<file path="src/rtl/fir_pkg.sv">
// Shared FIR definitions: sample type, width helper and saturation used by the
// FIR stage and its downstream decimator.
package fir_pkg;

  localparam int FIR_SAMPLE_W = 16;

  typedef logic signed [FIR_SAMPLE_W-1:0] fir_sample_t;

  function automatic int clog2(input int unsigned value);
    int r;
    r = 0;
    while ((32'd1 << r) < value) begin
      r++;
    end
    return r;
  endfunction

  // Clamps a signed value into the range of a signed width-bit number.
  function automatic logic signed [63:0] sat_to_width(input logic signed [63:0] value,
                                                       input int unsigned      width);
    logic signed [63:0] hi;
    logic signed [63:0] lo;
    hi = (64'sd1 <<< (width - 1)) - 64'sd1;
    lo = -(64'sd1 <<< (width - 1));
    if (value > hi) begin
      return hi;
    end
    if (value < lo) begin
      return lo;
    end
    return value;
  endfunction

endpackage

</file>
<file path="src/rtl/fir_out_fifo.sv">
// Small synchronous FIFO with a zero-masked head output; a push into a full
// FIFO is accepted only when a pop frees a slot in the same cycle.
module fir_out_fifo
  import fir_pkg::*;
#(
  parameter int WIDTH = 8,
  parameter int DEPTH = 4
) (
  input  logic             clk,
  input  logic             reset_n,
  input  logic             push_i,
  input  logic             pop_i,
  input  logic [WIDTH-1:0] din_i,
  output logic [WIDTH-1:0] head_o,
  output logic             full_o,
  output logic             empty_o
);

  localparam int AW = clog2(DEPTH);

  logic [WIDTH-1:0] mem_q [DEPTH];
  logic [AW-1:0]    wr_ptr_q, wr_ptr_d;
  logic [AW-1:0]    rd_ptr_q, rd_ptr_d;
  logic [AW:0]      count_q, count_d;
  logic             do_push;
  logic             do_pop;

  assign full_o  = (count_q == (AW + 1)'(DEPTH));
  assign empty_o = (count_q == '0);
  assign do_pop  = pop_i && !empty_o;
  assign do_push = push_i && (!full_o || do_pop);
  assign head_o  = empty_o ? '0 : mem_q[rd_ptr_q];

  always_comb begin
    wr_ptr_d = wr_ptr_q;
    rd_ptr_d = rd_ptr_q;
    count_d  = count_q;
    if (do_push) begin
      wr_ptr_d = wr_ptr_q + AW'(1);
    end
    if (do_pop) begin
      rd_ptr_d = rd_ptr_q + AW'(1);
    end
    case ({do_push, do_pop})
      2'b10:   count_d = count_q + (AW + 1)'(1);
      2'b01:   count_d = count_q - (AW + 1)'(1);
      default: count_d = count_q;
    endcase
  end

  always_ff @(posedge clk or negedge reset_n) begin
    if (!reset_n) begin
      wr_ptr_q <= '0;
      rd_ptr_q <= '0;
      count_q  <= '0;
    end else begin
      wr_ptr_q <= wr_ptr_d;
      rd_ptr_q <= rd_ptr_d;
      count_q  <= count_d;
    end
  end

  // Storage carries no reset; the head is masked while the FIFO is empty.
  always_ff @(posedge clk) begin
    if (do_push) begin
      mem_q[wr_ptr_q] <= din_i;
    end
  end

endmodule

</file>
<file path="src/rtl/fir_decimator.sv">
// Boxcar decimate-by-DECIM with shift, saturation and a backpressured output FIFO.
// Define FIR_DECIM_ROUND_EN to round half-up before the shift instead of truncating.
module fir_decimator
  import fir_pkg::*;
#(
  parameter int IN_W       = FIR_SAMPLE_W,
  parameter int OUT_W      = 8,
  parameter int DECIM      = 4,
  parameter int SHIFT      = 4,
  parameter int FIFO_DEPTH = 4
) (
  input  logic             clk,
  input  logic             reset_n,
  input  logic             in_valid,
  input  logic [IN_W-1:0]  in_data,
  output logic             out_valid,
  input  logic             out_ready,
  output logic [OUT_W-1:0] out_data,
  output logic             overflow,
  output logic             drop
);

  localparam int PH_W  = clog2(DECIM);
  localparam int ACC_W = IN_W + PH_W;

  logic signed [ACC_W-1:0] acc_q, acc_d;
  logic [PH_W-1:0]         phase_q, phase_d;
  logic [OUT_W-1:0]        stage_q, stage_d;
  logic                    stage_valid_q, stage_valid_d;
  logic                    overflow_q, overflow_d;

  logic signed [ACC_W-1:0] in_ext;
  logic signed [ACC_W-1:0] sum;
  logic signed [ACC_W:0]   sum_ext;
  logic signed [ACC_W:0]   scaled;
  logic signed [63:0]      scaled_w;
  logic signed [63:0]      sat_w;
  logic                    clamped;
  logic                    group_done;
  logic                    fifo_full;
  logic                    fifo_empty;

  assign in_ext     = {{PH_W{in_data[IN_W-1]}}, in_data};
  assign sum        = acc_q + in_ext;
  assign group_done = in_valid && (phase_q == PH_W'(DECIM - 1));

  // One extra bit of headroom so the rounding offset can never wrap the sum.
`ifdef FIR_DECIM_ROUND_EN
  localparam logic signed [ACC_W:0] ROUND_K = (ACC_W + 1)'(1) << (SHIFT - 1);
  assign sum_ext = {sum[ACC_W-1], sum} + ROUND_K;
`else
  assign sum_ext = {sum[ACC_W-1], sum};
`endif

  assign scaled   = sum_ext >>> SHIFT;
  assign scaled_w = {{(63 - ACC_W){scaled[ACC_W]}}, scaled};
  assign sat_w    = sat_to_width(scaled_w, OUT_W);
  assign clamped  = (sat_w != scaled_w);

  always_comb begin
    acc_d         = acc_q;
    phase_d       = phase_q;
    stage_d       = stage_q;
    stage_valid_d = 1'b0;
    overflow_d    = overflow_q;
    if (group_done) begin
      acc_d         = '0;
      phase_d       = '0;
      stage_d       = sat_w[OUT_W-1:0];
      stage_valid_d = 1'b1;
      if (clamped) begin
        overflow_d = 1'b1;
      end
    end else if (in_valid) begin
      acc_d   = sum;
      phase_d = phase_q + PH_W'(1);
    end
  end

  always_ff @(posedge clk or negedge reset_n) begin
    if (!reset_n) begin
      acc_q         <= '0;
      phase_q       <= '0;
      stage_q       <= '0;
      stage_valid_q <= 1'b0;
      overflow_q    <= 1'b0;
    end else begin
      acc_q         <= acc_d;
      phase_q       <= phase_d;
      stage_q       <= stage_d;
      stage_valid_q <= stage_valid_d;
      overflow_q    <= overflow_d;
    end
  end

  fir_out_fifo #(
    .WIDTH (OUT_W),
    .DEPTH (FIFO_DEPTH)
  ) u_fifo (
    .clk     (clk),
    .reset_n (reset_n),
    .push_i  (stage_valid_q),
    .pop_i   (out_ready),
    .din_i   (stage_q),
    .head_o  (out_data),
    .full_o  (fifo_full),
    .empty_o (fifo_empty)
  );

  // Full implies non-empty, so out_ready alone tells whether a slot frees up.
  assign drop      = stage_valid_q && fifo_full && !out_ready;
  assign out_valid = !fifo_empty;
  assign overflow  = overflow_q;

endmodule

</file>
<file path="config.mk">
export PLATFORM = sky130hd
export DESIGN_NAME = fir_decimator
export DESIGN_NICKNAME = d
export VERILOG_FILES = /design/src/rtl/fir_pkg.sv /design/src/rtl/fir_out_fifo.sv /design/src/rtl/fir_decimator.sv
export SDC_FILE = /design/constraint.sdc
export NUM_CORES = 1
export LEC_CHECK = 0
export CELL_PAD_IN_SITES_DETAIL_PLACEMENT = 0
export CELL_PAD_IN_SITES_GLOBAL_PLACEMENT = 1
export CORE_MARGIN = 2
export CORE_UTILIZATION = 42
export CTS_CLUSTER_DIAMETER = 50
export DETAILED_ROUTE_END_ITERATION = 8
export PLACE_DENSITY_LB_ADDON = 0.1
export SLEW_MARGIN = 10
export SYNTH_ARGS = -nofsm -noshare
export SYNTH_HDL_FRONTEND = slang
export SYNTH_SLANG_ARGS = --single-unit
</file>
<file path="constraint.sdc">
create_clock -name clk -period 7.05 [get_ports clk]
set_input_delay 0.705 -clock clk [delete_from_list [all_inputs] [get_ports clk]]
set_output_delay 0.705 -clock clk [all_outputs]
set_load 0.02 [all_outputs]
</file>
==> results.json <==
{
  "status": "completed",
  "n_antenna_cell": 0,
  "htreeDepth": 3,
  "slew_violations": 0,
  "leakage_nw": 1.770,
  "wl_per_cell_um": 16.50,
  "avgSynthCellArea_um2": 11.49,
  "cts_root_buffer": "clkbuf_8",
  "dieHeight_um": 99.32,
  "worstSetupStartpointType": "input port",
  "cts_tree": "built",
  "post-cts-setup-buffers": 0,
  "clock-sinks": 69,
  "synth-seq-cells": 69,
  "drive_gt1_share_pct": 10.38,
  "clock.fmax_mhz": 251.7,
  "nets": 407,
  "finClkSkew_ps": 15.60,
  "p_per_area_mw_per_mm2": 459.2,
  "cts_hold_buf": 0,
  "switching_power_mw": 0.8419,
  "cts_buffers": 9,
  "drt_iter0_markers": 124,
  "vias_per_cell": 5.388,
  "tns_ps": 0,
  "worst_slew_pin_slew_ps": 903.2,
  "cts.path.max_buffers": 2,
  "initial_core_util_pct": 43.55,
  "seqPwrFrac_pct": 34.1,
  "antenna_found_initial": 0,
  "final-setup-viol-count": 0,
  "syn-num-nets": 378,
  "rsz0062_at_grt": "no",
  "clk_latency_ps": 350,
  "gr-total-overflow": 0,
  "critical_path_class": "in -> reg",
  "die_area_mm2": 0.009864,
  "cap_violations": 0,
  "grt_util_all_layers_pct": 17.11,
  "hold_viol": 0,
  "holdCritPathClass": "in -> async",
  "io_buffers": 30,
  "crit_fanout": 5,
  "path_clk_slew_ps": 80,
  "synthCells": 332,
  "yosys_warnings": 0,
  "drc": 0,
  "intPower_mw": 1.164,
  "grt_pass1_wl_um": 12930,
  "end_kind": "flop",
  "place.gp.congestion": 0.8562,
  "grt_pass1_vias": 2538,
  "synth_ff_type": "dfrtp_1",
  "slew_headroom_pct": 39.60,
  "hold_ws_ps": 458.6,
  "place_hpwl_um": 5772,
  "combPwrFrac_pct": 51.2,
  "crit_arrival_ps": 4200,
  "synthDistinctLibCells": 53,
  "syn_to_final_growth_pct": 14.46,
  "crit_top_cell": "ha_1",
  "synth_edf_count": 32,
  "netlist.area_leader.share_pct": 25.18,
  "cts_resized": 0,
  "synthArstFlopShare_pct": 53.62,
  "chipWidth_um": 99.32,
  "final_common_cell": "inv_1",
  "grt_max_degree": 38,
  "rows": 34,
  "ir_worst_vdd_mv": 0.1899,
  "rrSetupSlack_ps": 3470,
  "switching_share_pct": 41.97,
  "syn_area_mm2": 0.003816,
  "clkPwrFrac_pct": 14.7,
  "vias": 2554,
  "required_ps": 7270,
  "max_stage_delay_ps": 410,
  "seq_area_frac_synth_pct": 49.44,
  "routed_wl_um": 7822,
  "crit_family": "compound AO/OA/AOI/OAI gates",
  "io-pin-count": 31,
  "finalCritPeriodShare_pct": 56.35,
  "crit_chain": "clkdlybuf4s50_1 -> ha_1 -> fa_1 -> a21oi_1 -> o21ai_0 -> a211oi_1 -> a31oi_1 -> xor2_1 -> nand3_1 -> or3_1 -> ha_1 -> nor2_1 -> a221o_1",
  "period_needed_ps": 3973,
  "core_mm2": 0.008763,
  "yosysTopAreaCell": "edfxtp_1",
  "synth_area_leaders": "edfxtp_1 25%, dfrtp_1 24%, ha_1 7.9%",
  "drt-pass1-iter-count": 6,
  "ant_nets": 0,
  "critPathBufInv": 1,
  "crit_slowest_cell": "fa_1",
  "layout_common_cells": "40 x inv_1, 37 x dfrtp_1, 32 x edfxtp_1, 29 x clkdlybuf4s50_1, 24 x ha_1"
}
-- routing by layer --
layer	global-route usage, %	wire length [um]
met1	21.98	3591
met2	28.48	3853
met3	3.233	217
met4	7.165	159
met5	0	0
-- synth_stat cells, drive strengths merged (3+ instances only) --
cell type  count
or3            4
mux4           8
o22ai         18
nand4          4
edfxtp        32
clkbuf         9
and2          14
xnor2         14
a21oi         13
nand2         16
inv           40
nor3           9
buf            3
xor2           8
o21ai         11
a221o          6
nor2          13
a31oi          3
a211o          4
dfrtp         37
a211oi         6
ha            24
nand3          4
-- state kept, by name, indices dropped and copies added (netlist names) --
signal and flops:
phase_q 2, u_fifo.count_q 3, stage_q 8, acc_q 18, stage_valid_q 1, u_fifo.wr_ptr_q 2
overflow 1, u_fifo.rd_ptr_q 2, u_fifo.mem_q 32
-- worst reg2reg max path: cells and delay by family (launching register included) --
family / cells / cell delay [ps]
AOI/OAI and AO/OA: 5 / 1230
adders and majority gates: 3 / 1010
xor gates and xnor gates: 1 / 260
DFF: 1 / 390
and+or+nand+nor: 3 / 580
-- path summary, 6_finish.rpt --
check                                       start  cells after the start                endpoint
hold / removal                            reset_n                      1    acc_q[9]$_DFFE_PN0P_
hold reg to reg            phase_q[0]$_DFFE_PN0P_                      1  phase_q[0]$_DFFE_PN0P_
setup / recovery                       in_data[0]                     13  stage_q[6]$_DFFE_PN0P_
max in group asynchronous                 reset_n                      1  stage_q[3]$_DFFE_PN0P_
setup reg to reg             acc_q[0]$_DFFE_PN0P_                     12  stage_q[6]$_DFFE_PN0P_
min in group clk           phase_q[0]$_DFFE_PN0P_                      1  phase_q[0]$_DFFE_PN0P_
-- power groups by stage --
stage                     logic [mW]  registers, mW  clock network (mW)
after floorplan                0.805          0.638                   0
after global placement          1.03          0.689                   0
after detailed placement        1.03          0.696                   0
after CTS                       1.04          0.687               0.304
after global routing            1.15          0.703               0.321
final                           1.03          0.683               0.295
-- kinds of logic after synthesis --
group	after synthesis	share of synthesized area, %
AND/OR/NAND/NOR	75	10.56
buffers and inverters	52	5.344
AO/OA/AOI/OAI	77	14.92
multiplexers	11	5.574
adder cells (fa/ha/maj)	26	8.918
flip-flops	69	49.44
XOR/XNOR	22	5.246
-- layout make-up --
cell class | instances | area, um2
Fill cell | 809 | 4395
Sequential cell | 69 | 1887
Multi-Input combinational cell | 211 | 1725
Timing Repair Buffer | 30 | 295.3
Inverter | 40 | 150.1
Tap cell | 108 | 135.1
Clock buffer | 10 | 127.6
Clock inverter | 6 | 47.55
-- per-stage QoR --
step,instances,power (mW),cell area (um2),util [%],setup WS [ps]
floorplan,332,1.443,3816,-,3378
global placement,458,1.717,4193,47.84,2710
detailed placement,458,1.728,4193,47.84,2681
CTS,474,2.028,4368,49.84,3042
global route,474,2.175,4368,49.84,2803
finish,474,2.006,4368,49.84,3077
Power figures use the tool's default switching activity.
